===== src/rtl/alu_rs_sched.sv =====
// Reservation station and issue scheduler for the ALU execute stage.
// Compacting queue (slot 0 = oldest) with writeback snooping and oldest-ready issue.
module alu_rs_sched #(
    parameter int DEPTH = 4,
    parameter int TAG_W = 4,
    parameter int OP_W  = 6,
    localparam int CW   = $clog2(DEPTH + 1)
) (
    input  logic             clk,
    input  logic             rst_n,
    input  logic             rdy,
    input  logic             alloc_vld,
    input  logic [OP_W-1:0]  alloc_op,
    input  logic [31:0]      alloc_pc,
    input  logic [31:0]      alloc_dx,
    input  logic [TAG_W-1:0] alloc_tx,
    input  logic [31:0]      alloc_dy,
    input  logic [TAG_W-1:0] alloc_ty,
    input  logic [4:0]       alloc_rd,
    output logic             full,
    output logic [CW-1:0]    count,
    input  logic             wb_en,
    input  logic [TAG_W-1:0] wb_tag,
    input  logic [31:0]      wb_data,
    input  logic             alu_free,
    output logic             iss_vld,
    output logic [OP_W-1:0]  iss_op,
    output logic [31:0]      iss_pc,
    output logic [31:0]      iss_dx,
    output logic [31:0]      iss_dy,
    output logic [4:0]       iss_rd,
    input  logic             flush
);
    localparam int IW = (DEPTH > 1) ? $clog2(DEPTH) : 1;

    typedef struct packed {
        logic             vld;
        logic [OP_W-1:0]  op;
        logic [31:0]      pc;
        logic [31:0]      dx;
        logic [TAG_W-1:0] tx;
        logic [31:0]      dy;
        logic [TAG_W-1:0] ty;
        logic [4:0]       rd;
    } entry_t;

    entry_t          ent_q [DEPTH];
    entry_t          ent_d [DEPTH];
    entry_t          woke  [DEPTH];
    entry_t          new_ent;
    logic [CW-1:0]   count_q, count_d, wr_idx;
    logic            issue, any_ready, alloc_acc;
    logic [IW-1:0]   sel;
    logic            iss_vld_q, iss_vld_d;
    logic [OP_W-1:0] iss_op_q, iss_op_d;
    logic [31:0]     iss_pc_q, iss_pc_d;
    logic [31:0]     iss_dx_q, iss_dx_d;
    logic [31:0]     iss_dy_q, iss_dy_d;
    logic [4:0]      iss_rd_q, iss_rd_d;

    assign full = (count_q == CW'(DEPTH));

    // Writeback snoop applies to stored entries and to the op being allocated this edge.
    always_comb begin
        for (int i = 0; i < DEPTH; i++) begin
            woke[i] = ent_q[i];
            if (wb_en && ent_q[i].vld && ent_q[i].tx != '0 && ent_q[i].tx == wb_tag) begin
                woke[i].dx = wb_data;
                woke[i].tx = '0;
            end
            if (wb_en && ent_q[i].vld && ent_q[i].ty != '0 && ent_q[i].ty == wb_tag) begin
                woke[i].dy = wb_data;
                woke[i].ty = '0;
            end
        end
        new_ent.vld = 1'b1;
        new_ent.op  = alloc_op;
        new_ent.pc  = alloc_pc;
        new_ent.dx  = alloc_dx;
        new_ent.tx  = alloc_tx;
        new_ent.dy  = alloc_dy;
        new_ent.ty  = alloc_ty;
        new_ent.rd  = alloc_rd;
        if (wb_en && alloc_tx != '0 && alloc_tx == wb_tag) begin
            new_ent.dx = wb_data;
            new_ent.tx = '0;
        end
        if (wb_en && alloc_ty != '0 && alloc_ty == wb_tag) begin
            new_ent.dy = wb_data;
            new_ent.ty = '0;
        end
    end

    // Readiness uses pre-edge tags, so a fresh wakeup issues one edge later at the earliest.
    always_comb begin
        any_ready = 1'b0;
        sel       = '0;
        for (int i = DEPTH - 1; i >= 0; i--) begin
            if (ent_q[i].vld && ent_q[i].tx == '0 && ent_q[i].ty == '0) begin
                any_ready = 1'b1;
                sel       = IW'(i);
            end
        end
        issue = any_ready && alu_free;
    end

    always_comb begin
        alloc_acc = alloc_vld && !full;
        wr_idx    = count_q - CW'(issue);
        for (int i = 0; i < DEPTH - 1; i++) begin
            ent_d[i] = (issue && i >= int'(sel)) ? woke[i + 1] : woke[i];
        end
        ent_d[DEPTH - 1] = issue ? '0 : woke[DEPTH - 1];
        if (alloc_acc) begin
            for (int i = 0; i < DEPTH; i++) begin
                if (CW'(i) == wr_idx) ent_d[i] = new_ent;
            end
        end
        count_d   = count_q + CW'(alloc_acc) - CW'(issue);
        iss_vld_d = issue;
        iss_op_d  = iss_op_q;
        iss_pc_d  = iss_pc_q;
        iss_dx_d  = iss_dx_q;
        iss_dy_d  = iss_dy_q;
        iss_rd_d  = iss_rd_q;
        if (issue) begin
            iss_op_d = ent_q[sel].op;
            iss_pc_d = ent_q[sel].pc;
            iss_dx_d = ent_q[sel].dx;
            iss_dy_d = ent_q[sel].dy;
            iss_rd_d = ent_q[sel].rd;
        end
        if (flush) begin
            for (int i = 0; i < DEPTH; i++) ent_d[i] = '0;
            count_d   = '0;
            iss_vld_d = 1'b0;
            iss_op_d  = iss_op_q;
            iss_pc_d  = iss_pc_q;
            iss_dx_d  = iss_dx_q;
            iss_dy_d  = iss_dy_q;
            iss_rd_d  = iss_rd_q;
        end
    end

    always_ff @(posedge clk) begin
        if (!rst_n) begin
            for (int i = 0; i < DEPTH; i++) ent_q[i] <= '0;
            count_q   <= '0;
            iss_vld_q <= 1'b0;
            iss_op_q  <= '0;
            iss_pc_q  <= '0;
            iss_dx_q  <= '0;
            iss_dy_q  <= '0;
            iss_rd_q  <= '0;
        end else if (rdy) begin
            for (int i = 0; i < DEPTH; i++) ent_q[i] <= ent_d[i];
            count_q   <= count_d;
            iss_vld_q <= iss_vld_d;
            iss_op_q  <= iss_op_d;
            iss_pc_q  <= iss_pc_d;
            iss_dx_q  <= iss_dx_d;
            iss_dy_q  <= iss_dy_d;
            iss_rd_q  <= iss_rd_d;
        end
    end

    assign count   = count_q;
    assign iss_vld = iss_vld_q;
    assign iss_op  = iss_op_q;
    assign iss_pc  = iss_pc_q;
    assign iss_dx  = iss_dx_q;
    assign iss_dy  = iss_dy_q;
    assign iss_rd  = iss_rd_q;
endmodule


===== config.mk =====
export PLATFORM = sky130hd
export DESIGN_NAME = alu_rs_sched
export DESIGN_NICKNAME = d
export VERILOG_FILES = /design/src/rtl/alu_rs_sched.sv
export SDC_FILE = /design/constraint.sdc
export NUM_CORES = 2
export LEC_CHECK = 0
export ABC_AREA = 1
export BUFFER_PORTS_ARGS = -buffer_cell sky130_fd_sc_hd__buf_4
export CAP_MARGIN = 20
export CELL_PAD_IN_SITES_DETAIL_PLACEMENT = 1
export CELL_PAD_IN_SITES_GLOBAL_PLACEMENT = 2
export CORE_ASPECT_RATIO = 2
export CORE_MARGIN = 2
export CORE_UTILIZATION = 37
export DETAILED_ROUTE_END_ITERATION = 16
export GPL_TIMING_DRIVEN = 0
export PLACE_DENSITY_LB_ADDON = 0.12
export SYNTH_ARGS = -nofsm -noshare
export SYNTH_HDL_FRONTEND = slang
export SYNTH_SLANG_ARGS = --single-unit

===== constraint.sdc =====
create_clock -name clk -period 24.1 [get_ports clk]
set_input_delay 4.82 -clock clk [delete_from_list [all_inputs] [get_ports clk]]
set_output_delay 4.82 -clock clk [all_outputs]
set_load 0.01 [all_outputs]

==> reports/metrics.yaml <==
status:
  outcome: "completed"
finish:
  final_util_pct: 43.4
  syn2layout_area_growth_pct: 16.3
  drive_gt1_share_pct: 9.31
  nNetsFinal: 6683
  fillers: 14300
sta:
  slew_viol_final: 0
  hold_viol_final: 0
  max_freq_ghz: 0.108
  setup_viol: 0
  rsz0062_at_grt: "no"
  fin_crit_sh_pct: 38.6
  whs_ns: 0.468
  relSlewSlack_pct: 11.8
  final.setup.tns_ns: 0
  min_period_ns: 9.30
  clock_skew_ns: 0.0290
  tightest_slew_ns: 1.32
floorplan:
  die_width_um: 238
  initial_core_util_pct: 37.3
  die_y_um: 472
  rows: 171
  core-area_um2: 108000
  die_area_um2: 112000
  io_pins: 270
pwr:
  power_density_nw_per_um2: 61.0
  ir_drop_mv: 0.0502
  power_leakage_nw: 24.0
hold_path:
  min-delay-start: "iss_vld"
  hp-class: "flop to flop"
  hold_path_end: "iss_vld"
  hold_depth: 2
critical_path:
  arrival_ns: 9.76
  cp.depth: 16
  r2r_start: "ent_q[3][5]"
  crit_start: "alu_free"
  slowest_stage: "clkbuf_1"
  r2r_cells: 20
  r2r-end: "ent_q[2][75]"
  critical-path-top-delay-family: "buffers and inverters"
  reg2reg_setup_slack_ns: 17.87
  worstPathRequired_ns: 24.56
  cp-end-kind: "flop"
  slowest_delay_ns: 0.86
  critPathMaxFanout: 12
  path_buf_inv: 9
  cp_cell_sequence: "buf_4, nand2_2, inv_2, buf_4, buf_2, ha_1, ha_1, xor2_1, nor4_4, buf_8, inv_2, buf_2, clkbuf_1, nand3_1, nand2_1, inv_1"
  cp-start-kind: "input port"
  path_class: "input port to flop"
yosys:
  syn-instance-count: 6147
  syn_area_um2: 40400
  synth_cell_types: 33
  ys.flop_type: "edfxtp_1"
  ys_warn_count: 0
  syn_nets: 6311
  synthTopCellsByArea: "edfxtp_1, nand2_1, nand3_1"
  async_flop_share_pct: 0
  ys_seq_area_share_pct: 40.0
  yosysTopAreaCellShare_pct: 34.5
  synth_edf_count: 464
  yosysTopAreaCell: "edfxtp_1"
  ys_ff_latch: 575
  avgSynthCellArea_um2: 6.58
clock_network:
  cts_hold_buf: 0
  cts_num_sinks: 575
  cts_max_path_buffers: 3
  clock_latency_ns: 0.71
  cts_tree: "yes"
  cts_resized: 0
  ctsHtreeMaxLevel: 3
  post_cts_buffers: 0
  clockRootBuffer: "clkbuf_16"
  cts_buffers: 66
  clk_pin_slew_ns: 0.07
global_routing:
  grt_pass1_wl_um: 336000
  overflow: 0
  groute.usage.overall_pct: 42.5
  antenna_found_initial: 23
  grt_pass1_vias: 47500
  grt_max_degree: 64
route:
  final_antenna_net_count: 0
  viasPerCell: 5.81
  drc_errors: 0
  drt_pass1_iterations: 6
  drtIter0Drc: 4261
  wire_per_inst_um: 30.3
  wl_um: 241000
  via_count: 46300
placed_design:
  dpl.hpwl_um: 179000
  io_buffers: 268
  finalWeightedCongestion: 0.978
job:
  drv_cap: 0
## area by class of cell
| cell class | count | area (um^2) | area share [%] |
|---|---|---|---|
| diodes | 12 | 30.0 | 0.0638 |
| plain buffers | 452 | 1970 | 4.18 |
| clock buffers | 105 | 2020 | 4.30 |
| clock inverters | 17 | 154 | 0.327 |
| inverters | 871 | 3270 | 6.95 |
| multi-input cells | 4249 | 19100 | 40.5 |
| flip-flops and latches | 575 | 16200 | 34.3 |
| well taps | 1384 | 1730 | 3.68 |
| repair buffers | 304 | 2650 | 5.63 |
## stage by stage
| step | worst slack (ns) | cell area (um^2) | cells | total power (W) |
|---|---|---|---|---|
| floorplan | 8.36 | 40400 | 6147 | 0.00150 |
| global placement | 0.161 | 44200 | 7799 | 0.00177 |
| global route | 15.00 | 47000 | 7958 | 0.00293 |
| finish | 14.80 | 47000 | 7969 | 0.00287 |
| detailed placement | 14.59 | 44700 | 7823 | 0.00176 |
| CTS | 15.28 | 46800 | 7945 | 0.00284 |
## worst register-to-register path: stages, from the launching register on
cell      delay, ns
edfxtp_1       0.45
nor2_1         0.13
nand3_1        0.18
nor2_1         0.24
nor2_1         0.09
nand2_2        0.08
nand2_2        0.11
inv_2          0.10
buf_4          0.30
buf_2          0.63
ha_1           0.30
ha_1           0.18
xor2_1         0.51
nor4_4         0.16
buf_8          0.20
inv_2          0.36
buf_2          0.67
clkbuf_1       0.90
nand3_1        0.22
nand2_1        0.13
inv_1          0.04
## synth_stat cells (5+ instances only)
| master | number |
|---|---|
| nand3_1 | 855 |
| inv_2 | 12 |
| nand3b_1 | 107 |
| clkbuf_1 | 248 |
| dfxtp_1 | 111 |
| ha_1 | 5 |
| o21ai_0 | 256 |
| nand2_1 | 2207 |
| inv_1 | 859 |
| buf_2 | 143 |
| edfxtp_1 | 464 |
| a21oi_1 | 420 |
| o21bai_1 | 64 |
| nand2_2 | 10 |
| o22ai_1 | 9 |
| xor2_1 | 9 |
| nor2_2 | 9 |
| buf_4 | 16 |
| o21ai_1 | 70 |
| buf_1 | 41 |
| nand4_1 | 66 |
| nor2_1 | 141 |
## flip-flops by register name, summed over array words and instances, names as in the netlist
signal	cells
iss_dx	32
iss_rd	5
count	3
iss_pc	32
iss_op	6
iss_dy	32
iss_vld	1
ent_q	464
## cell usage in the layout, fill, tap and decap left out, types with 5 or more instances in the layout
cell,instances
a21oi_1,420
buf_1,41
buf_16,9
buf_2,143
buf_4,287
buf_6,6
buf_8,19
clkbuf_1,269
clkbuf_16,71
clkbuf_8,15
clkinv_2,6
dfxtp_1,111
diode_2,12
edfxtp_1,464
ha_1,5
inv_1,859
inv_2,12
inv_6,5
nand2_1,2206
nand2_2,10
nand3_1,855
nand3b_1,107
nand4_1,66
nor2_1,141
nor2_2,9
o21ai_0,256
o21ai_1,70
o21bai_1,64
o22ai_1,9
xor2_1,9
## report_power, final
| part | switching [W] | leakage, nW | internal, W |
|---|---|---|---|
| Sequential | 0.0000347 | 6.05 | 0.00113 |
| Combinational | 0.000448 | 16.9 | 0.000157 |
| Clock | 0.000507 | 1.07 | 0.000592 |
| Total | 0.000990 | 24.0 | 0.00188 |
## how the worst max path moves through the flow
stage                              end  slack, ns
after global routing      ent_q[2][75]      15.00
final                     ent_q[2][75]      14.80
after CTS                 ent_q[2][72]      15.28
after floorplan            ent_q[0][0]       8.36
after detailed placement  ent_q[2][76]      14.59
after global placement    ent_q[0][98]       0.16
## kinds of logic (layout without fill, tap and decap cells)
family / after synthesis / count (layout) / synth area share, %
AOI/OAI and AO/OA: 823 / 823 / 10.6
xor gates and xnor gates: 10 / 10 / 0.217
adders and majority gates: 6 / 6 / 0.204
buffers and inverters: 1323 / 1749 / 12.9
DFF: 575 / 575 / 40.0
other: 0 / 12 / 0
and+or+nand+nor: 3410 / 3410 / 36.0
## layer usage
| metal | part of all wire, % | up-vias | wire length, um | global-route usage (%) |
|---|---|---|---|---|
| met5 | 0.022 | - | 53 | 0 |
| met4 | 13 | 8 | 30700 | 45.5 |
| met3 | 7.2 | 1005 | 17400 | 9.53 |
| met2 | 47 | 2300 | 114000 | 70.9 |
| met1 | 33 | 22500 | 78700 | 41.5 |
| li1 | - | 20500 | - | - |
Note: power is estimated with default switching activity, not from simulation.
